## src/rtl/pong_pkg.sv

```systemverilog
// Shared constants for the pong game sequencer: screen/sprite geometry, pixel counts and FSM state codes.
package pong_pkg;

    localparam int SCR_W  = 160;
    localparam int SCR_H  = 120;
    localparam int PAD_W  = 2;
    localparam int PAD_H  = 16;
    localparam int BALL_W = 4;

    localparam int SCR_NPIX  = SCR_W * SCR_H;
    localparam int PAD_NPIX  = PAD_W * PAD_H;
    localparam int BALL_NPIX = BALL_W * BALL_W;

    // Pixel counter must hold a full-screen count (19200).
    localparam int CNT_W = 15;

    typedef logic [3:0] state_t;

    localparam state_t S_MENU      = 4'd0;
    localparam state_t S_WAIT      = 4'd1;
    localparam state_t S_SETUP_CLR = 4'd2;
    localparam state_t S_CLR       = 4'd3;
    localparam state_t S_MOVE      = 4'd4;
    localparam state_t S_SETUP_L   = 4'd5;
    localparam state_t S_DRAW_L    = 4'd6;
    localparam state_t S_SETUP_R   = 4'd7;
    localparam state_t S_DRAW_R    = 4'd8;
    localparam state_t S_SETUP_B   = 4'd9;
    localparam state_t S_DRAW_B    = 4'd10;
    localparam state_t S_OVER      = 4'd11;

endpackage

```

## src/rtl/frame_tick_gen.sv

```systemverilog
// Frame pacing divider: counts 0..FRAME_DIV-1 and emits a one-cycle tick on the wrap; clr holds it at zero.
module frame_tick_gen #(
    parameter int FRAME_DIV = 833334
) (
    input  logic clk,
    input  logic reset,
    input  logic clr,
    output logic tick
);

    localparam int FW = $clog2(FRAME_DIV);

    logic [FW-1:0] fcnt;
    logic          at_wrap;

    assign at_wrap = (fcnt == FW'(FRAME_DIV - 1));
    assign tick    = !clr && at_wrap;

    // NOTE: sequential state uses non-blocking (<=) so every flop samples pre-edge values.
    always_ff @(posedge clk) begin
        if (reset || clr) begin
            fcnt <= '0;
        end else if (at_wrap) begin
            fcnt <= '0;
        end else begin
            fcnt <= fcnt + FW'(1);
        end
    end

endmodule

```

## src/rtl/pong_control.sv

```systemverilog
// Pong game sequencer: frame pacing, per-frame datapath strobe order, VGA plot timing, menu/gameover flow.
// Optional build macro PONG_PAUSE_EN: pause freezes the game (MOVE skipped) while the screen keeps redrawing.
module pong_control
    import pong_pkg::*;
#(
    parameter int FRAME_DIV   = 833334,
    parameter int SCR_PIXELS  = SCR_NPIX,
    parameter int PAD_PIXELS  = PAD_NPIX,
    parameter int BALL_PIXELS = BALL_NPIX
) (
    input  logic clk,
    input  logic reset,
    input  logic start,
    input  logic pause,
    input  logic gameover,
    output logic set_up_clear_screen,
    output logic clear_screen,
    output logic move_pads,
    output logic move_ball,
    output logic set_up_left_pad,
    output logic draw_left_pad,
    output logic set_up_right_pad,
    output logic draw_right_pad,
    output logic set_up_ball,
    output logic draw_ball,
    output logic reset_delta,
    output logic menu,
    output logic plot
);

    state_t           state;
    state_t           state_nxt;
    logic [CNT_W-1:0] cnt;
    logic [CNT_W-1:0] last;
    logic             in_draw;
    logic             at_last;
    logic             tick;
    logic             frame_clr;
    logic             pending;
    logic             start_q;
    logic             skip_move;

    assign frame_clr = (state == S_MENU) || (state == S_OVER);

    frame_tick_gen #(
        .FRAME_DIV (FRAME_DIV)
    ) u_frame_tick (
        .clk   (clk),
        .reset (reset),
        .clr   (frame_clr),
        .tick  (tick)
    );

`ifdef PONG_PAUSE_EN
    logic pause_q;

    // Pause is sampled while idle so a frame is either fully frozen or fully live.
    always_ff @(posedge clk) begin
        if (reset) begin
            pause_q <= 1'b0;
        end else if (state == S_WAIT) begin
            pause_q <= pause;
        end
    end

    assign skip_move = pause_q;
`else
    logic unused_pause;

    assign unused_pause = pause;
    assign skip_move    = 1'b0;
`endif

    // NOTE: combinational blocks assign a default first so no path leaves a value held (no latch).
    always_comb begin
        last = '0;
        case (state)
            S_CLR:              last = CNT_W'(SCR_PIXELS);
            S_DRAW_L, S_DRAW_R: last = CNT_W'(PAD_PIXELS);
            S_DRAW_B:           last = CNT_W'(BALL_PIXELS);
            default:            last = '0;
        endcase
    end

    assign in_draw = (state == S_CLR) || (state == S_DRAW_L) ||
                     (state == S_DRAW_R) || (state == S_DRAW_B);
    assign at_last = in_draw && (cnt == last);

    always_comb begin
        state_nxt = state;
        case (state)
            S_MENU:      if (start) state_nxt = S_WAIT;
            S_WAIT:      if (tick || pending) state_nxt = S_SETUP_CLR;
            S_SETUP_CLR: state_nxt = S_CLR;
            S_CLR:       if (at_last) state_nxt = skip_move ? S_SETUP_L : S_MOVE;
            S_MOVE:      state_nxt = S_SETUP_L;
            S_SETUP_L:   state_nxt = S_DRAW_L;
            S_DRAW_L:    if (at_last) state_nxt = S_SETUP_R;
            S_SETUP_R:   state_nxt = S_DRAW_R;
            S_DRAW_R:    if (at_last) state_nxt = S_SETUP_B;
            S_SETUP_B:   state_nxt = S_DRAW_B;
            S_DRAW_B:    if (at_last) state_nxt = gameover ? S_OVER : S_WAIT;
            S_OVER:      if (start && !start_q) state_nxt = S_MENU;
            default:     state_nxt = S_MENU;
        endcase
    end

    always_ff @(posedge clk) begin
        if (reset) begin
            state   <= S_MENU;
            cnt     <= '0;
            pending <= 1'b0;
            start_q <= 1'b0;
        end else begin
            state   <= state_nxt;
            start_q <= start;

            if (in_draw && !at_last) begin
                cnt <= cnt + CNT_W'(1);
            end else begin
                cnt <= '0;
            end

            // A tick during the draw sequence is remembered once; WAIT consumes it.
            if (frame_clr || state == S_WAIT) begin
                pending <= 1'b0;
            end else if (tick) begin
                pending <= 1'b1;
            end
        end
    end

    assign menu                = (state == S_MENU);
    assign set_up_clear_screen = (state == S_SETUP_CLR);
    assign clear_screen        = (state == S_CLR);
    assign move_pads           = (state == S_MOVE);
    assign move_ball           = (state == S_MOVE);
    assign set_up_left_pad     = (state == S_SETUP_L);
    assign draw_left_pad       = (state == S_DRAW_L);
    assign set_up_right_pad    = (state == S_SETUP_R);
    assign draw_right_pad      = (state == S_DRAW_R);
    assign set_up_ball         = (state == S_SETUP_B);
    assign draw_ball           = (state == S_DRAW_B);
    assign reset_delta         = set_up_clear_screen || set_up_left_pad ||
                                 set_up_right_pad || set_up_ball;

    // Datapath x/y lag the strobe by one cycle, so the first strobe cycle never writes.
    assign plot = in_draw && (cnt != '0);

endmodule

```

## config.mk

```make
export PLATFORM = sky130hd
export DESIGN_NAME = pong_control
export DESIGN_NICKNAME = d
export VERILOG_FILES = /design/src/rtl/pong_pkg.sv /design/src/rtl/frame_tick_gen.sv /design/src/rtl/pong_control.sv
export SDC_FILE = /design/constraint.sdc
export NUM_CORES = 1
export LEC_CHECK = 0
export CORE_MARGIN = 2
export CORE_UTILIZATION = 55
export CTS_BUF_LIST = sky130_fd_sc_hd__clkbuf_4 sky130_fd_sc_hd__clkbuf_8
export CTS_CLUSTER_DIAMETER = 150
export DETAILED_ROUTE_END_ITERATION = 6
export PLACE_DENSITY_LB_ADDON = 0.2
export REMOVE_ABC_BUFFERS = 1
export SETUP_SLACK_MARGIN = 0.15
export SLEW_MARGIN = 20
export SYNTH_ARGS = -nofsm -noshare
export SYNTH_HDL_FRONTEND = slang
export SYNTH_SLANG_ARGS = --single-unit
export TNS_END_PERCENT = 5
```

## constraint.sdc

```tcl
create_clock -name clk -period 3.5 [get_ports clk]
set_input_delay 0.7 -clock clk [delete_from_list [all_inputs] [get_ports clk]]
set_output_delay 0.7 -clock clk [all_outputs]
set_load 0.02 [all_outputs]
```

Word level (Yosys, flattened, before mapping)
Index checks and enable logic that the tools add are counted.

Word-level logic and storage cells: 63. Register bits after elaboration: 41. Output and inout port bits: 13. Bits of input ports: 5.

Reduce and logical (&&, ||, !) cells: 25. Bitwise gates (word level): 1. Equality and inequality tests: 20. Add/subtract/negate cells: 2. Mux-type cells: 10.

Operator list (number): 4-bit case mux with 12 select lines (1); 15-bit case mux with 3 select lines (1); 4-bit 2-to-1 mux (8); 20-bit by 1-bit adder with 20-bit output (second input constant) (1); 20-bit equality test (second input constant) (1); 4-bit by 3-bit equality test with 1-bit output (second input constant) (4); 4-bit equality test (second input constant) (4); 15-bit by 1-bit adder with 15-bit output (second input constant) (1); 15-bit equality test (1); 15-bit nonzero test (1); 1-bit logical OR (10); 2-bit by 1-bit inequality test with 1-bit output (second input constant) (5); 4-bit by 2-bit equality test with 1-bit output (second input constant) (2); 2-bit OR reduction (4); 7-bit AND reduction (1); 1-bit logical AND (5); 4-bit by 1-bit equality test with 1-bit output (second input constant) (1); 4-bit zero test (1); 2-bit inequality test (second input constant) (2); 1-bit zero test (3); 1-bit inverter (1).

Longest topological paths before layout
Word-level depth: 9. Mapped depth: 9. Gate-level depth less buffers: 8.

Cells and area by module
From an unflattened synthesis, not the netlist that was laid out.

Cell total of the unflattened synthesis: 261. Area, all modules: 2199.6 um2.

Modules (own cells, without submodules): pong_control (cells an instance 156, times used 1, area an instance 1275.0 um2, sequential area each 420.4 um2); frame_tick_gen (cells an instance 105, times used 1, area an instance 924.6 um2, sequential area each 400.4 um2).

Worst setup path after synthesis
OpenSTA, ideal clock, no wires.

Kind: reg2out. From: register state[2]. To: output port move_pads. Arrival: 1.596 ns. Required time: 2.800 ns. Path buffers: 3. Slack: 1.204 ns. Cell stages (with the launch flop): 6. Cells stage by stage: dfxtp_1 -> buf_6 -> clkbuf_1 -> nand2_1 -> nor3_1 -> buf_4.

Word-level cells in the longest chain between the ends: 1.

RTL lines: start, declared (line pong_control.sv:31) `state_t state;`; start signal, assigned (line pong_control.sv:115) `state <= state_nxt;`; 4-bit by 3-bit equality test with 1-bit output; end, declared (line pong_control.sv:18) `output logic move_pads,`.

No other way between the ends.

Worst setup path in the final report
From: register state[2]. To: output port plot.

Word-level cells in the longest chain between the ends: 5. Elaborated cells on any way between the ends: 8. Classes of those cells: 4 x eq/ne; 4 x reduce/logical.

RTL lines: 4-bit by 2-bit equality test with 1-bit output / 4-bit by 3-bit equality test with 1-bit output (equally long branches) (line pong_control.sv:85) `assign in_draw = (state == S_CLR) || (state == S_DRAW_L) ||`; 1-bit logical OR (2 in series) (line pong_control.sv:85); 1-bit logical OR (*) (line pong_control.sv:86) `(state == S_DRAW_R) || (state == S_DRAW_B);`; 1-bit logical AND (*) (line pong_control.sv:148) `assign plot = in_draw && (cnt != '0);`; end, declared (line pong_control.sv:28) `output logic plot`.

Every way passes the cells marked *; elsewhere a longest branch is shown, timed or not.

==> flow_summary.toml <==
[status]
status = "finished clean"

[grt]
grt_use_total_pct = 20.68
grt_pass1_vias = 1589
grt_max_degree = 21
antenna_found_initial = 0
grt_pass1_wl_mm = 7.024
overflow = 0

[route]
drc_errors = 0
wl_per_cell_um = 12.43
drt_iter0_markers = 140
wl_mm = 3.904
num_vias = 1702
dr.pass1.iters = 4
antenna_left = 0
vias_per_cell = 5.420

[power_and_ir_drop]
combPwrFrac_pct = 28.0
p_sw_uw = 444.5
leakage_nw = 0.8048
seq_power_share_pct = 42.3
p_sw_share_pct = 33.08
peakVddDrop_v = 0.0003179
cellPowerDensity_nw_per_um2 = 572.4
clockPowerShare_pct = 29.7
internal_power_uw = 899.1

[floorplanning]
start_util_pct = 56.78
die_x_um = 65.25
dieArea_um2 = 4258
rows = 22
core_um2 = 3633
die_y_um = 65.25
boundaryPins = 18

[setup_path]
cp-start-kind = "register"
cp.required_ps = 2800
critical-path-max-stage-delay_ps = 670
path_cells = "xor2_1 > a31oi_1 > a21oi_1 > clkdlybuf4s50_1"
slowest_stage = "dfxtp_1"
cp_max_fo = 17
cp-end-kind = "output pin"
setup.worst_path.class = "reg -> out"
cp.arrival_ps = 2060

[synth]
ys_types = 48
ys_ff_latch = 41
ys_async_sr_fraction_pct = 0
synthCells = 253
syn_area_um2 = 2063
synth_ff_type = "dfxtp_1"
syn_avg_cell_area_um2 = 8.155
ys_warn_count = 0
synth_seq_area_share_pct = 39.78
synth_edf_count = 0

[sta]
hold_viol = 0
tns_ps = 0
worstMarginPinSlew_ps = 677.4
max_slew_margin_pct = 54.73
fmax_mhz = 361.9
rsz0062_at_grt = "no"
min_period_ps = 2763
finalSetupViolCount = 0
slew_viol_final = 0
fin_crit_sh_pct = 78.94
skew_ps = 4.556

[clock_tree]
htree_levels = 2
clock-sinks = 41
ctsRootBufferMaster = "clkbuf_8"
clk_path_buf_depth = 2
clock_latency_ps = 290
numCtsBuffers = 5
cts_setup_buffers = 0
post_cts_resized = 0
ctsHoldBuffers = 0
cts_tree = "built"
path_clk_slew_ps = 80

[finish]
insertedDiodeCount = 0
layout.nets = 274
fillers = 344
syn_to_final_growth_pct = 13.77
final_util_pct = 64.60
drive_gt1_share_pct = 5.639

[placed_design]
gp_congestion = 0.7779
port_buffers = 16
place_hpwl_mm = 2.749

[worst_hold_path]
hold_path_class = "reg -> reg"

[run]
drv_cap = 0
flip-flops by register name, indices dropped and copies added (netlist names):
register,cells
cnt,15
state,4
start_q,1
u_frame_tick.fcnt,20
pending,1
cell usage after synthesis, types with 2 or more instances:
library cell  instances  area share (%)
nor2b_1               2            0.61
inv_1                 9             1.6
and3_1                7             2.1
buf_2                 3            0.73
or4_1                 2            0.73
clkbuf_1              6             1.1
a31oi_1               2            0.61
nand4_1               6             1.8
a21oi_1               8             1.9
xor2_1               21             8.9
nand2b_1              3            0.91
o21ai_0               3            0.73
nor4_1                4             1.2
nand3_1              16             3.9
xnor2_1              11             4.7
nor3_1                8             1.9
dfxtp_1              41              40
ha_1                  4             2.4
nand2_1              17             3.1
nor2_1               52             9.5
final timing paths:
path	startpoint	end	slack, ps	cells after the start
max reg2reg	state[2]	cnt[2]	1160	6
min reg2reg	pending	pending	480	1
min	pending	pending	480	1
max	state[2]	plot	740	4
critical path: cells and delay by family (launching register included):
kind,cells,cell delay (ps)
buffers and inverters,1,610
XOR/XNOR,1,200
flip-flops,1,670
AO/OA/AOI/OAI,2,290
layout by cell type (no fill, tap or decap), types with 7 or more instances in the layout:
cell and n:
a21oi_1 8, and3_1 7, clkdlybuf4s50_1 16, dfxtp_1 41, inv_1 9, nand2_1 17, nand3_1 16, nor2_1 52
nor3_1 8, xnor2_1 11, xor2_1 21
final cells by class:
type                            count  area, um2  share of cell area, %
Clock buffer                        7      90.09                  3.838
Clock inverter                      1      30.03                  1.279
Inverter                            9      33.78                  1.439
Multi-Input combinational cell    192       1152                  49.09
Sequential cell                    41      820.8                  34.97
Tap cell                           48      60.06                  2.559
Timing Repair Buffer               16      160.2                  6.823
power groups by stage:
stage | logic (mW) | registers (mW) | clock network [mW]
2_1_floorplan | 0.265 | 0.556 | 0
3_5_place_dp | 0.375 | 0.578 | 0
3_3_place_gp | 0.370 | 0.575 | 0
5_1_grt | 0.419 | 0.577 | 0.420
6_report | 0.376 | 0.568 | 0.399
4_1_cts | 0.377 | 0.566 | 0.404
metrics by stage:
| step | instance area [um2] | setup WS, ps | total power, mW | hold slack [ps] | std cells |
|---|---|---|---|---|---|
| final | 2347 | 737.0 | 1.344 | 477.8 | 314 |
| after global routing | 2347 | 544.3 | 1.416 | 501.3 | 314 |
| after CTS | 2347 | 751.9 | 1.347 | 483.2 | 314 |
| after detailed placement | 2227 | 1071 | 0.9528 | 464.0 | 306 |
| after global placement | 2227 | 1075 | 0.9446 | 457.2 | 306 |
| after floorplan | 2007 | 1225 | 0.8211 | 440.9 | 242 |
per-layer routing:
metal,share of wire [%],routed length (um),track usage [%]
met1,52,2015,28.06
met2,44,1719,32.40
met3,3.2,125,5.308
met4,1.1,43,6.250
met5,0,0,0
logic make-up (layout without fill, tap and decap cells):
family                     count (synthesis)  count (layout)  synth area share [%]
muxes                                      1               1                0.4852
xor gates and xnor gates                  32              32                 13.58
adders and majority gates                  4               4                 2.426
and+or+nand+nor                          132             132                 32.08
DFF                                       41              41                 39.78
buffers and inverters                     20              33                 4.366
AOI/OAI and AO/OA                         23              23                 7.278
(Power assumes the default switching activity.)
